$ cat src/rtl/apb_master.sv
// Single-transfer APB3 requester: one command per handshake, SETUP/ACCESS
// sequencing with wait states and optional timeout, held response port.
module apb_master #(
    parameter int unsigned ADDR_W  = 32,
    parameter int unsigned DATA_W  = 32,
    parameter int unsigned TIMEOUT = 16
) (
    input  logic              pclk,
    input  logic              presetn,
    // command port
    input  logic              cmd_valid,
    output logic              cmd_ready,
    input  logic              cmd_write,
    input  logic [ADDR_W-1:0] cmd_addr,
    input  logic [DATA_W-1:0] cmd_wdata,
    // response port
    output logic              rsp_valid,
    input  logic              rsp_ready,
    output logic [DATA_W-1:0] rsp_rdata,
    output logic              rsp_err,
    output logic              rsp_timeout,
    // APB bus
    output logic [ADDR_W-1:0] paddr,
    output logic              pwrite,
    output logic [DATA_W-1:0] pwdata,
    output logic              psel,
    output logic              penable,
    input  logic              pready,
    input  logic              pslverr,
    input  logic [DATA_W-1:0] prdata
);

    // Counter only needs to reach TIMEOUT-1; keep at least one bit when disabled.
    localparam int unsigned CNT_W = (TIMEOUT < 2) ? 1 : $clog2(TIMEOUT + 1);
    localparam logic [CNT_W-1:0] CNT_MAX  = '1;
    localparam logic [CNT_W-1:0] CNT_LAST = CNT_W'(TIMEOUT - 1);

    typedef enum logic [1:0] {
        IDLE   = 2'd0,
        SETUP  = 2'd1,
        ACCESS = 2'd2
    } state_t;

    state_t            state, state_d;
    logic              psel_d, penable_d, pwrite_d;
    logic [ADDR_W-1:0] paddr_d;
    logic [DATA_W-1:0] pwdata_d;
    logic              rsp_valid_d, rsp_err_d, rsp_timeout_d;
    logic [DATA_W-1:0] rsp_rdata_d;
    logic [CNT_W-1:0]  cnt, cnt_d;

    assign cmd_ready = (state == IDLE) && !rsp_valid && presetn;

    // Next-state and next-output logic.
    always_comb begin
        state_d       = state;
        psel_d        = psel;
        penable_d     = penable;
        paddr_d       = paddr;
        pwrite_d      = pwrite;
        pwdata_d      = pwdata;
        rsp_valid_d   = rsp_valid;
        rsp_err_d     = rsp_err;
        rsp_timeout_d = rsp_timeout;
        rsp_rdata_d   = rsp_rdata;
        cnt_d         = cnt;

        if (rsp_valid && rsp_ready) begin
            rsp_valid_d   = 1'b0;
            rsp_err_d     = 1'b0;
            rsp_timeout_d = 1'b0;
            rsp_rdata_d   = '0;
        end

        case (state)
            IDLE: begin
                if (cmd_valid && cmd_ready) begin
                    paddr_d   = cmd_addr;
                    pwrite_d  = cmd_write;
                    pwdata_d  = cmd_write ? cmd_wdata : '0;
                    psel_d    = 1'b1;
                    penable_d = 1'b0;
                    state_d   = SETUP;
                end
            end
            SETUP: begin
                penable_d = 1'b1;
                cnt_d     = '0;
                state_d   = ACCESS;
            end
            ACCESS: begin
                // Completion takes priority over a coincident timeout.
                if (pready) begin
                    psel_d        = 1'b0;
                    penable_d     = 1'b0;
                    state_d       = IDLE;
                    rsp_valid_d   = 1'b1;
                    rsp_err_d     = pslverr;
                    rsp_timeout_d = 1'b0;
                    rsp_rdata_d   = pwrite ? '0 : prdata;
                end else if ((TIMEOUT != 0) && (cnt == CNT_LAST)) begin
                    psel_d        = 1'b0;
                    penable_d     = 1'b0;
                    state_d       = IDLE;
                    rsp_valid_d   = 1'b1;
                    rsp_err_d     = 1'b1;
                    rsp_timeout_d = 1'b1;
                    rsp_rdata_d   = '0;
                end else if (cnt != CNT_MAX) begin
                    cnt_d = cnt + CNT_W'(1);
                end
            end
            default: begin
                state_d   = IDLE;
                psel_d    = 1'b0;
                penable_d = 1'b0;
            end
        endcase
    end

    // State and registered outputs.
    always_ff @(posedge pclk) begin
        if (!presetn) begin
            state       <= IDLE;
            psel        <= 1'b0;
            penable     <= 1'b0;
            paddr       <= '0;
            pwrite      <= 1'b0;
            pwdata      <= '0;
            rsp_valid   <= 1'b0;
            rsp_err     <= 1'b0;
            rsp_timeout <= 1'b0;
            rsp_rdata   <= '0;
            cnt         <= '0;
        end else begin
            state       <= state_d;
            psel        <= psel_d;
            penable     <= penable_d;
            paddr       <= paddr_d;
            pwrite      <= pwrite_d;
            pwdata      <= pwdata_d;
            rsp_valid   <= rsp_valid_d;
            rsp_err     <= rsp_err_d;
            rsp_timeout <= rsp_timeout_d;
            rsp_rdata   <= rsp_rdata_d;
            cnt         <= cnt_d;
        end
    end

endmodule

$ cat config.mk
export PLATFORM = sky130hd
export DESIGN_NAME = apb_master
export DESIGN_NICKNAME = d
export VERILOG_FILES = /design/src/rtl/apb_master.sv
export SDC_FILE = /design/constraint.sdc
export NUM_CORES = 1
export LEC_CHECK = 0
export BUFFER_PORTS_ARGS = -buffer_cell sky130_fd_sc_hd__clkbuf_2
export CORE_ASPECT_RATIO = 1.4
export CORE_MARGIN = 5
export CORE_UTILIZATION = 40
export DETAILED_ROUTE_END_ITERATION = 10
export GPL_TIMING_DRIVEN = 1
export HOLD_SLACK_MARGIN = 0.02
export PLACE_DENSITY = 0.73
export REMOVE_ABC_BUFFERS = 1
export SYNTH_ARGS = -nofsm -noshare
export SYNTH_HDL_FRONTEND = slang
export SYNTH_SLANG_ARGS = --single-unit
export TNS_END_PERCENT = 100
$ cat constraint.sdc
create_clock -name pclk -period 2.4 [get_ports pclk]
set_clock_uncertainty 0.15 [all_clocks]
set_input_delay 0 -clock pclk [delete_from_list [all_inputs] [get_ports pclk]]
set_output_delay 0 -clock pclk [all_outputs]
set_load 0.01 [all_outputs]
==> impl_results.md <==
- CP Capture Point: cnt[3]$_SDFFE_PN0P_
- Inserted Clock Buffers: 9
- Slew @ Worst Pin: 0.689 ns
- Fin. Hold Viols: 0
- Htree depth: 3
- # diodes: 0
- Area grow syn2layout: 59.7%
- Largest net degree at the start of global routing: 67
- Initial Utilization: 0.411
- Top_reg_cell synth: dfxtp_1
- Synth unique cells: 34
- Reg area: 0.00216 mm²
- Initial antenna violation count: 0
- WL per Instance: 16.8 µm
- Ys async rst share: 0
- Synth top area cells: dfxtp_1 51%, nand2_1 8.7%, o21ai_0 7.6%
- Worst vdd ir: 0.000377 V
- Drt initial violations: 176
- Leakage power: 0.00293 µW
- Mapped Avg Cell Area: 8.54 µm²
- CTS tree: done
- Period utilisation layout: 0.968
- Crit path kind: reg2reg
- Ports: 206
- Routed WL: 15.7 mm
- Status: finished clean
- Max-Cap Viols: 0
- Worst-path clk slew: 0.08 ns
- Total GRT Usage: 0.240
- HPWL after detailed placement: 8.86 mm
- Max clock buf depth: 2
- CP endpoint kind: flip-flop
- Pre-CTS setup slack: 0.112 ns
- Die Wd: 97.3 µm
- Commonest cells post-synth: 108 x dfxtp_1, 99 x nand2_1, 65 x o21ai_0
- FF-to-FF path depth: 6
- # DRC: 0
- Fillers: 775
- DR vias: 4987
- Top-count cell post-synth: dfxtp_1
- Hold Crit Class: in2reg
- Worst setup margin: 0.0770 ns
- Placed insts: 801
- Layout net count: 896
- Fin. max-slew vios: 0
- R2R Setup Slk: 0.08 ns
- Skew-Pair Late Insertion Delay: 0.35 ns
- F_max: 0.430 GHz
- Wire length of the first global-routing pass: 25.9 mm
- Syn Inst Count: 500
- Vias in the first global route: 5218
- Routed Antenna Nets: 0
- Final setup fails: 0
- CP required: 2.47 ns
- Tmin final: 2.32 ns
- Site row count: 44
- Crit path arrival time: 2.39 ns
- Seq/Total Area, Yosys: 0.506
- Crit Path Max Fanout: 4
- Congestion Overflow GR: 0
- Final Cell Area: 0.00682 mm²
- Synth area leader: dfxtp_1
- Crit. Startpoint: cnt[0]$_SDFFE_PN0P_
- Yosys warnings: 0
- Clk sinks: 108
- FF+latch count, synth: 108
- Relative slew slack: 0.541
- Drt pass-1 iters: 5
- Die Height: 132 µm
- RD Place Congestion: 0.787
- Core Box Area: 0.0104 mm²
- Post-Syn Area: 0.00427 mm²
- Port-buffer cells: 205
- Post-DP Area: 0.00538 mm²
- Power density of the placed cells: 589 mW/mm²
- Multi-input gate area: 0.00192 mm²
- Clock root buffer: clkbuf_16
- Die Footprint: 0.0129 mm²
- Finished Layout Cells: 931
- Layout cells sized above 1: 0.298
- CP Launch Type: flip-flop
- Synth top area share: 0.506
- Reg2reg start: cnt[0]$_SDFFE_PN0P_
- Average vias per placed instance: 5.36
- Worst reg2reg path endpoint: cnt[3]$_SDFFE_PN0P_
- EDFF count, synth: 0
==> placed cells by master (no fill, tap or decap), types with 3 or more instances in the layout <==
| cell | instances |
|---|---|
| a21boi_0 | 33 |
| buf_4 | 9 |
| clkbuf_16 | 9 |
| clkbuf_2 | 204 |
| dfxtp_1 | 108 |
| dlygate4sd3_1 | 115 |
| ha_1 | 4 |
| inv_1 | 4 |
| mux2i_1 | 4 |
| nand2_1 | 99 |
| nand2b_1 | 4 |
| nand3_1 | 39 |
| nand4_1 | 31 |
| nor2_1 | 3 |
| o211ai_1 | 32 |
| o21ai_0 | 65 |
==> cells by family after synthesis <==
| logic type | share of synthesized area |
|---|---|
| buffers and inverters | 0.0530 |
| AO/OA/AOI/OAI | 0.209 |
| flip-flops | 0.506 |
| adder cells (fa/ha/maj) | 0.0117 |
| AND/OR/NAND/NOR | 0.211 |
| multiplexers | 0.00937 |
==> worst min-delay path by stage <==
stage,start,to,cells past startpoint
after global routing,cmd_valid,paddr[15]$_SDFFE_PN0P_,3
final,cmd_valid,paddr[15]$_SDFFE_PN0P_,3
after global placement,cmd_addr[23],paddr[23]$_SDFFE_PN0P_,3
after floorplan,presetn,rsp_valid$_SDFF_PN0_,1
after CTS,cmd_valid,paddr[15]$_SDFFE_PN0P_,3
after detailed placement,cmd_addr[26],paddr[26]$_SDFFE_PN0P_,3
==> flip-flops by register name, summed over array words and instances (netlist names) <==
name,cells
cnt,5
paddr,32
penable,1
psel,1
pwdata,32
pwrite,1
rsp_err,1
rsp_rdata,32
rsp_timeout,1
rsp_valid,1
state,1
==> per-layer routing <==
metal,vias to the layer above,global-route usage,share of wire
li1,2347,-,-
met1,2316,0.291,0.39
met2,277,0.394,0.48
met3,47,0.0688,0.094
met4,0,0.109,0.032
met5,-,0,0
==> repair_timing <==
action / CTS / global route
setup endpoints to repair: 0 / 15
setup buffers: 0 / 0
hold endpoints to repair: 102 / 0
hold buffers: 115 / 0
gates resized for setup: 0 / 5
==> power by group <==
part           leakage (µW)  total (µW)  switching (µW)  internal (µW)
clock network      0.000136        1420             701            723
logic               0.00191         655             333            322
registers          0.000880        1940            61.7           1880
==> final cells by class <==
class,instances,area share
well taps,138,0.0253
repair buffers,330,0.333
clock buffers,9,0.0330
clock inverters,6,0.00825
flip-flops and latches,108,0.317
inverters,4,0.00220
multi-input cells,336,0.281
==> worst max-delay path, stage by stage, from the launching register on <==
cell and delay (ns):
dfxtp_1 0.33, ha_1 0.21, and3_1 0.22, ha_1 0.20, or4b_4 0.50, o311ai_0 0.48
a21boi_2 0.10
==> through the flow <==
stage	power (µW)	util	hold slack, ns	TNS [ns]
CTS	4020	0.654	0.0722	0
global route	4180	0.656	0.140	-0.0113
detailed placement	2440	0.517	0.0716	0
finish	4020	0.656	0.104	0
global placement	2430	0.517	0.0639	0
floorplan	2150	-	-0.0283	-198.12
Note: power is estimated with default switching activity, not from simulation.
